--- src/rtl/vx_alu_sad8.sv ---
// -----------------------------------------------------------------------------
// vx_alu_sad8
//
// Per-lane sum of absolute byte differences with accumulate, for a SIMD
// execute unit:
//
//   result[lane] = rs3 + sum_{k=0..3} |rs1.byte[k] - rs2.byte[k]|   (mod 2^32)
//
// Bytes are unsigned (0..255) or two's-complement (-128..127), chosen per
// request. Inactive lanes (tmask bit 0) return zero. The tag and tmask are
// opaque sideband and travel with the data unchanged.
//
// Two-stage valid/ready pipeline:
//   S1 : four 9-bit absolute differences per lane, rs3, tmask, tag
//   S2 : final per-lane sum (this is the output register)
// A request presented in the cycle that starts at edge N is captured by S1 at
// edge N+1 and appears on the outputs after edge N+2. One request per cycle is
// sustained while result_ready_i stays high.
//
// Ports
//   clk_i                 clock, rising edge
//   reset_i               synchronous reset, active low
//   execute_valid_i       request valid
//   execute_ready_o       request accepted when valid and ready are both 1
//   execute_op_signed_i   0: unsigned bytes, 1: signed bytes
//   execute_tmask_i       active-lane mask            [NUM_LANES]
//   execute_tag_i         sideband tag                [TAG_WIDTH]
//   execute_rs1_data_i    operand A, lane i at [32i+31:32i]
//   execute_rs2_data_i    operand B, lane i at [32i+31:32i]
//   execute_rs3_data_i    accumulator, lane i at [32i+31:32i]
//   result_valid_o        result valid
//   result_ready_i        result consumed when valid and ready are both 1
//   result_tmask_o        echoed mask
//   result_tag_o          echoed tag
//   result_data_o         per-lane result
// -----------------------------------------------------------------------------
`timescale 1ns/1ps

module vx_alu_sad8 #(
  parameter int NUM_LANES = 4,
  parameter int TAG_WIDTH = 44
) (
  input  logic                   clk_i,
  input  logic                   reset_i,

  input  logic                   execute_valid_i,
  output logic                   execute_ready_o,
  input  logic                   execute_op_signed_i,
  input  logic [NUM_LANES-1:0]   execute_tmask_i,
  input  logic [TAG_WIDTH-1:0]   execute_tag_i,
  input  logic [NUM_LANES*32-1:0] execute_rs1_data_i,
  input  logic [NUM_LANES*32-1:0] execute_rs2_data_i,
  input  logic [NUM_LANES*32-1:0] execute_rs3_data_i,

  output logic                   result_valid_o,
  input  logic                   result_ready_i,
  output logic [NUM_LANES-1:0]   result_tmask_o,
  output logic [TAG_WIDTH-1:0]   result_tag_o,
  output logic [NUM_LANES*32-1:0] result_data_o
);

  // ---------------------------------------------------------------------------
  // Helpers
  // ---------------------------------------------------------------------------

  // |a - b| for one byte pair. Both bytes are widened to 9 bits (sign- or
  // zero-extended), compared as signed 9-bit values, and the smaller is
  // subtracted from the larger. The true magnitude is at most 255, so the
  // 9-bit subtraction never loses information.
  function automatic logic [8:0] abs_diff(input logic [7:0] a,
                                          input logic [7:0] b,
                                          input logic       is_signed);
    logic [8:0] a9;
    logic [8:0] b9;
    a9 = {is_signed & a[7], a};
    b9 = {is_signed & b[7], b};
    if ($signed(a9) >= $signed(b9)) begin
      return a9 - b9;
    end else begin
      return b9 - a9;
    end
  endfunction

  // Four terms of at most 255 each: 10 bits hold the worst case of 1020.
  function automatic logic [9:0] lane_sum(input logic [3:0][8:0] ad);
    return {1'b0, ad[0]} + {1'b0, ad[1]} + {1'b0, ad[2]} + {1'b0, ad[3]};
  endfunction

  // ---------------------------------------------------------------------------
  // Pipeline control
  // ---------------------------------------------------------------------------
  logic s1_valid_q, s1_valid_d;
  logic result_valid_q, result_valid_d;
  logic s2_load;
  logic s1_load;

  // S2 takes a new value whenever its current content is empty or leaving.
  // S1 may advance whenever it is empty or S2 is about to absorb it, which
  // lets both stages shift together with no bubble on a simultaneous
  // consume and accept.
  always_comb begin
    s2_load         = ~result_valid_q | result_ready_i;
    s1_load         = ~s1_valid_q | s2_load;
    execute_ready_o = s1_load;
    s1_valid_d      = s1_load ? execute_valid_i : s1_valid_q;
    result_valid_d  = s2_load ? s1_valid_q      : result_valid_q;
  end

  // Only the valid bits carry meaning after reset; clearing them discards
  // everything in flight.
  always_ff @(posedge clk_i) begin
    if (!reset_i) begin
      s1_valid_q     <= 1'b0;
      result_valid_q <= 1'b0;
    end else begin
      // NOTE: state registers use non-blocking assignments so every flop
      // samples the pre-edge values of the others; blocking here would let
      // S2 see the value S1 is loading in the same edge.
      s1_valid_q     <= s1_valid_d;
      result_valid_q <= result_valid_d;
    end
  end

  // ---------------------------------------------------------------------------
  // Stage 1: absolute differences
  // ---------------------------------------------------------------------------
  logic [NUM_LANES-1:0][3:0][8:0] s1_ad_q,  s1_ad_d;
  logic [NUM_LANES-1:0][31:0]     s1_rs3_q;
  logic [NUM_LANES-1:0]           s1_tmask_q;
  logic [TAG_WIDTH-1:0]           s1_tag_q;

  always_comb begin
    // NOTE: every combinational output gets a default before the loops so no
    // path leaves it unassigned, which would otherwise infer a latch.
    s1_ad_d = '0;
    for (int l = 0; l < NUM_LANES; l++) begin
      for (int k = 0; k < 4; k++) begin
        s1_ad_d[l][k] = abs_diff(execute_rs1_data_i[32*l + 8*k +: 8],
                                 execute_rs2_data_i[32*l + 8*k +: 8],
                                 execute_op_signed_i);
      end
    end
  end

  // NOTE: datapath registers carry no reset; their contents are ignored
  // until the matching valid bit is set, and leaving them unreset keeps the
  // reset net off the wide payload.
  always_ff @(posedge clk_i) begin
    if (s1_load && execute_valid_i) begin
      s1_ad_q    <= s1_ad_d;
      s1_rs3_q   <= execute_rs3_data_i;
      s1_tmask_q <= execute_tmask_i;
      s1_tag_q   <= execute_tag_i;
    end
  end

  // ---------------------------------------------------------------------------
  // Stage 2: accumulate and mask
  // ---------------------------------------------------------------------------
  logic [NUM_LANES*32-1:0] result_data_q,  result_data_d;
  logic [NUM_LANES-1:0]    result_tmask_q;
  logic [TAG_WIDTH-1:0]    result_tag_q;

  always_comb begin
    result_data_d = '0;
    for (int l = 0; l < NUM_LANES; l++) begin
      // The 10-bit sum is zero-extended; the 32-bit add wraps naturally.
      if (s1_tmask_q[l]) begin
        result_data_d[32*l +: 32] = s1_rs3_q[l] + {22'd0, lane_sum(s1_ad_q[l])};
      end
    end
  end

  // The output register only changes when S2 loads, so data, tag and mask
  // hold steady for as long as the consumer applies backpressure.
  always_ff @(posedge clk_i) begin
    if (s2_load && s1_valid_q) begin
      result_data_q  <= result_data_d;
      result_tmask_q <= s1_tmask_q;
      result_tag_q   <= s1_tag_q;
    end
  end

  assign result_valid_o = result_valid_q;
  assign result_data_o  = result_data_q;
  assign result_tmask_o = result_tmask_q;
  assign result_tag_o   = result_tag_q;

endmodule

--- config.mk ---
export PLATFORM = sky130hd
export DESIGN_NAME = vx_alu_sad8
export DESIGN_NICKNAME = d
export VERILOG_FILES = /design/src/rtl/vx_alu_sad8.sv
export SDC_FILE = /design/constraint.sdc
export NUM_CORES = 1
export LEC_CHECK = 0
export ABC_AREA = 1
export BUFFER_PORTS_ARGS = -buffer_cell sky130_fd_sc_hd__buf_2
export CAP_MARGIN = 0
export CORE_UTILIZATION = 30
export CTS_BUF_LIST = sky130_fd_sc_hd__clkbuf_8
export CTS_CLUSTER_SIZE = 25
export DETAILED_ROUTE_END_ITERATION = 12
export PLACE_DENSITY_LB_ADDON = 0.1
export SLEW_MARGIN = 5
export SYNTH_ARGS = -nofsm -noshare
export SYNTH_HDL_FRONTEND = slang
export SYNTH_SLANG_ARGS = --single-unit
--- constraint.sdc ---
create_clock -name clk_i -period 10.3 [get_ports clk_i]
set_input_delay 0.515 -clock clk_i [delete_from_list [all_inputs] [get_ports clk_i]]
set_output_delay 0.515 -clock clk_i [all_outputs]
set_load 0.01 [all_outputs]
==> summary.md <==
| Metric | Value |
|---|---|
| Clock buffers created by TritonCTS | 96 |
| Least-Margin Pin Slew | 886.2 ps |
| Power density cells | approximately 220 nW/um^2 |
| Maximum net fanout on the critical path | 8 |
| Final Routed Wirelength | between 100,000 and 150,000 microns |
| Deepest clock path buffer count | 3 |
| Ys flop type | edfxtp_1 |
| Hold Path Class | in2reg |
| Vias in the first global route | about 33k |
| Final Critical Period | between 4000 and 5000 ps |
| Result of the run | finished, final reports clean |
| Detailed Route Iter0 Violations | about 2.1k |
| Core Area | 128,300 sq um |
| Final hold viol count | 0 |
| Layout area overhead | 22.34% |
| Part of the Yosys area used for sequential elements | 0.3825 |
| Count of vias placed by the detailed router | about 33k |
| Total congestion overflow after global routing | 0 |
| Fraction of synthesized cell area taken by the top area cell type | 0.3815 |
| Number of max-cap violations | 0 |
| Count of pins on the block boundary | 615 |
| Seq. cell area | between 10,000 and 15,000 sq um |
| Launching element type of the critical path | flop |
| Crit share post-route | 0.4384 |
| Initial standard-cell utilization of the core | 0.3042 |
| Cell area after technology mapping | 39,040 sq um |
| Number of rows created at floorplan | 131 |
| Placed Instance Area | ~44,000 sq um |
| Clock Sink Count | between 400 and 500 |
| Number of optimization iterations in the first detailed-route pass | 6 |
| Width of the die | about 360 microns |
| Maximum clock skew at final layout | 43.56 ps |
| Maximum clock frequency | roughly 0.22 GHz |
| Worst-Skew Late Latency | between 700 and 800 ps |
| Largest area contributor in the netlist | edfxtp_1 |
| HPWL after detailed placement | roughly 100,000 microns |
| Share of post-route cells with drive strength above 1 | 0.1509 |
| Via density | 4.440 |
| Number of flops mapped to enable cells by yosys | 496 |
| Net count of the finished layout | ~6.6k |
| Most frequent cell after synthesis | nand2_1 |
| Arrival time reported for the critical path endpoint | 4950 ps |
| Die height | 362.8 microns |
| Area of the multi-input gates | 19,800 sq um |
| First-pass GRT wire length | 189,500 microns |
| Number of flip-flops and latches in the synthesized netlist | approximately 500 |
| H-Tree Level Count | 3 |
| Synthesized netlist cell count | 4,852 |
| Clock-pin slew reported for the worst setup and hold paths after clock tree synthesis | around 60 ps |
| Relative slew slack | 0.4092 |
| Fraction of registers with async set or reset after synthesis | 0 |
| Count of final max-slew check failures | 0 |
| Port Buffer Count | slightly above 600 |
| Mean cell area of the mapped netlist | a little over 8 sq um |
| Yosys warns | 0 |
| Final setup violating endpoints | 0 |
| Antenna Violating Nets Remaining | 0 |
| Total negative setup slack | 0 ps |
| CTS tree | built |
| Crit path capture type | flop |
| Leakage power | 24.70 nW |
| Routability Congestion | roughly 0.89 |
| Wire length per cell after detailed routing | 16.56 microns |
| Peak supply drop | around 180 uV |
| Antenna violations before repair | between 40 and 50 |
| Buffer cell driving the clock tree root | clkbuf_8 |
| Die Area | roughly 130,000 sq um |
| Synthesized Nets | about 5.7k |
| Unrepaired setup endpoints after global routing | false |
| Category of the most critical setup path | reg2reg |
| Count of unresolved DRC violations after routing | 0 |
| Count of cell types in the netlist | 39 |
| Final design instance area without fill | between 40,000 and 50,000 sq um |
| Overall routing resource usage | 0.1860 |
| Filler instances | 13.58k |
| Leading post-synthesis cells by cell area | edfxtp_1 38%, nand2_1 12%, ha_1 11% |
| Required time reported for the critical path endpoint | about 11,000 ps |
| Largest net degree at the start of global routing | roughly 140 |
| Cell types with the highest counts after synthesis | 1,261 x nand2_1, 1,083 x inv_1, 496 x edfxtp_1 |
-- state kept, by name, summed over array words and instances (netlist names) --
register,count
result_data_o,128
result_tag_o,44
result_tmask_o,4
result_valid_o,1
s1_ad_q,144
s1_rs3_q,128
s1_tag_q,44
s1_tmask_q,4
s1_valid_q,1
-- logic make-up (layout without fill, tap and decap cells) --
| family | Yosys count | in the layout | synth area share |
|---|---|---|---|
| compound gates | 497 | 497 | 0.06650 |
| xor+xnor | 188 | 188 | 0.04217 |
| fa+ha+maj | 440 | 440 | 0.1618 |
| buf+inv | 1133 | 2066 | 0.1106 |
| flops | 498 | 498 | 0.3825 |
| other cells | 0 | 16 | 0 |
| simple gates | 2096 | 2096 | 0.2365 |
-- critical path: stages (launching register included) --
cell	delay, ps
edfxtp_1	320
inv_1	50
fa_1	570
fa_1	410
inv_1	70
ha_1	160
inv_1	50
fa_1	400
inv_1	70
nand3_1	80
nand2_1	110
nand4_1	80
nand3_1	90
xor2_1	450
ha_1	350
nand4_1	240
nor3_1	200
nand2_1	70
nand2_1	240
nand2_1	90
nand2_1	70
a21oi_1	60
-- routing by layer --
metal / global-route usage / routed length, microns / vias up
li1: - / - / 17100
met5: 0 / 169 / -
met1: 0.2564 / 58580 / 15260
met3: 0.03617 / 8103 / 181
met4: 0.04641 / 2596 / 26
met2: 0.2969 / 55260 / 867
-- timing repair --
item	in CTS	in global routing
resized for setup	0	0
buffers inserted	0	0
endpoints found under the hold margin	174	0
endpoints found under the setup margin	0	0
hold buffers	174	0
-- placed cells by master (no fill, tap or decap), types with 6 or more instances in the layout --
| master | count |
|---|---|
| nand2_1 | 1261 |
| inv_1 | 1106 |
| buf_2 | 614 |
| edfxtp_1 | 496 |
| nand3_1 | 401 |
| ha_1 | 332 |
| a21oi_1 | 263 |
| nor2_1 | 225 |
| o21ai_0 | 183 |
| dlygate4sd3_1 | 174 |
| xor2_1 | 139 |
| fa_1 | 108 |
| clkbuf_8 | 97 |
| xnor2_1 | 49 |
| nor3_1 | 38 |
| nand4_1 | 36 |
| nand2_4 | 30 |
| nand2_2 | 27 |
| o21bai_1 | 27 |
| clkinv_1 | 26 |
| nand3b_1 | 22 |
| diode_2 | 16 |
| clkinv_2 | 15 |
| nand3_2 | 13 |
| a31oi_1 | 12 |
| nor2_2 | 12 |
| inv_2 | 11 |
| nand3_4 | 9 |
| buf_4 | 9 |
| nor3_2 | 6 |
-- metrics by stage --
| step | util | setup slack [ps] | hold slack, ps | std cells | power, W |
|---|---|---|---|---|---|
| finish | 0.3722 | 5784 | 100.1 | 7530 | 0.01064 |
| CTS | 0.3719 | 5851 | 5.641 | 7514 | 0.01074 |
| global route | 0.3720 | 5477 | 34.50 | 7522 | 0.01167 |
| global placement | 0.3444 | 5915 | 400.8 | 7170 | 0.008691 |
| floorplan | - | 530.0 | 400.3 | 4852 | 0.006934 |
| detailed placement | 0.3444 | 5878 | 405.1 | 7170 | 0.008701 |
-- path summary, 6_finish.rpt --
| kind | startpoint | end | slack [ps] | cells after the start |
|---|---|---|---|---|
| worst max-delay path | s1_ad_q[109]$_DFFE_PP_ | result_data_o[125]$_SDFFCE_PN0P_ | 5780 | 21 |
| worst min-delay path | execute_rs3_data_i[23] | s1_rs3_q[23]$_DFFE_PP_ | 100 | 1 |
| worst max register to register | s1_ad_q[109]$_DFFE_PP_ | result_data_o[125]$_SDFFCE_PN0P_ | 5780 | 21 |
| worst min register to register | s1_tag_q[16]$_DFFE_PP_ | result_tag_o[16]$_DFFE_PP_ | 390 | 0 |
-- where the power goes --
part           switching (W)  total (W)  internal, W  leakage (nW)
Clock               0.000918    0.00190     0.000980          1.00
Combinational        0.00401    0.00603      0.00202          18.8
Sequential          0.000101    0.00271      0.00261          4.84
-- layout make-up --
class,instances,share of cell area
Timing Repair Buffer,798,0.1026
Inverter,1098,0.08660
Sequential cell,498,0.3127
Clock inverter,73,0.009430
Antenna cell,16,0.0008382
Multi-Input combinational cell,3221,0.4146
Tap cell,1729,0.04529
Clock buffer,97,0.02795
Note: power is estimated with default switching activity, not from simulation.
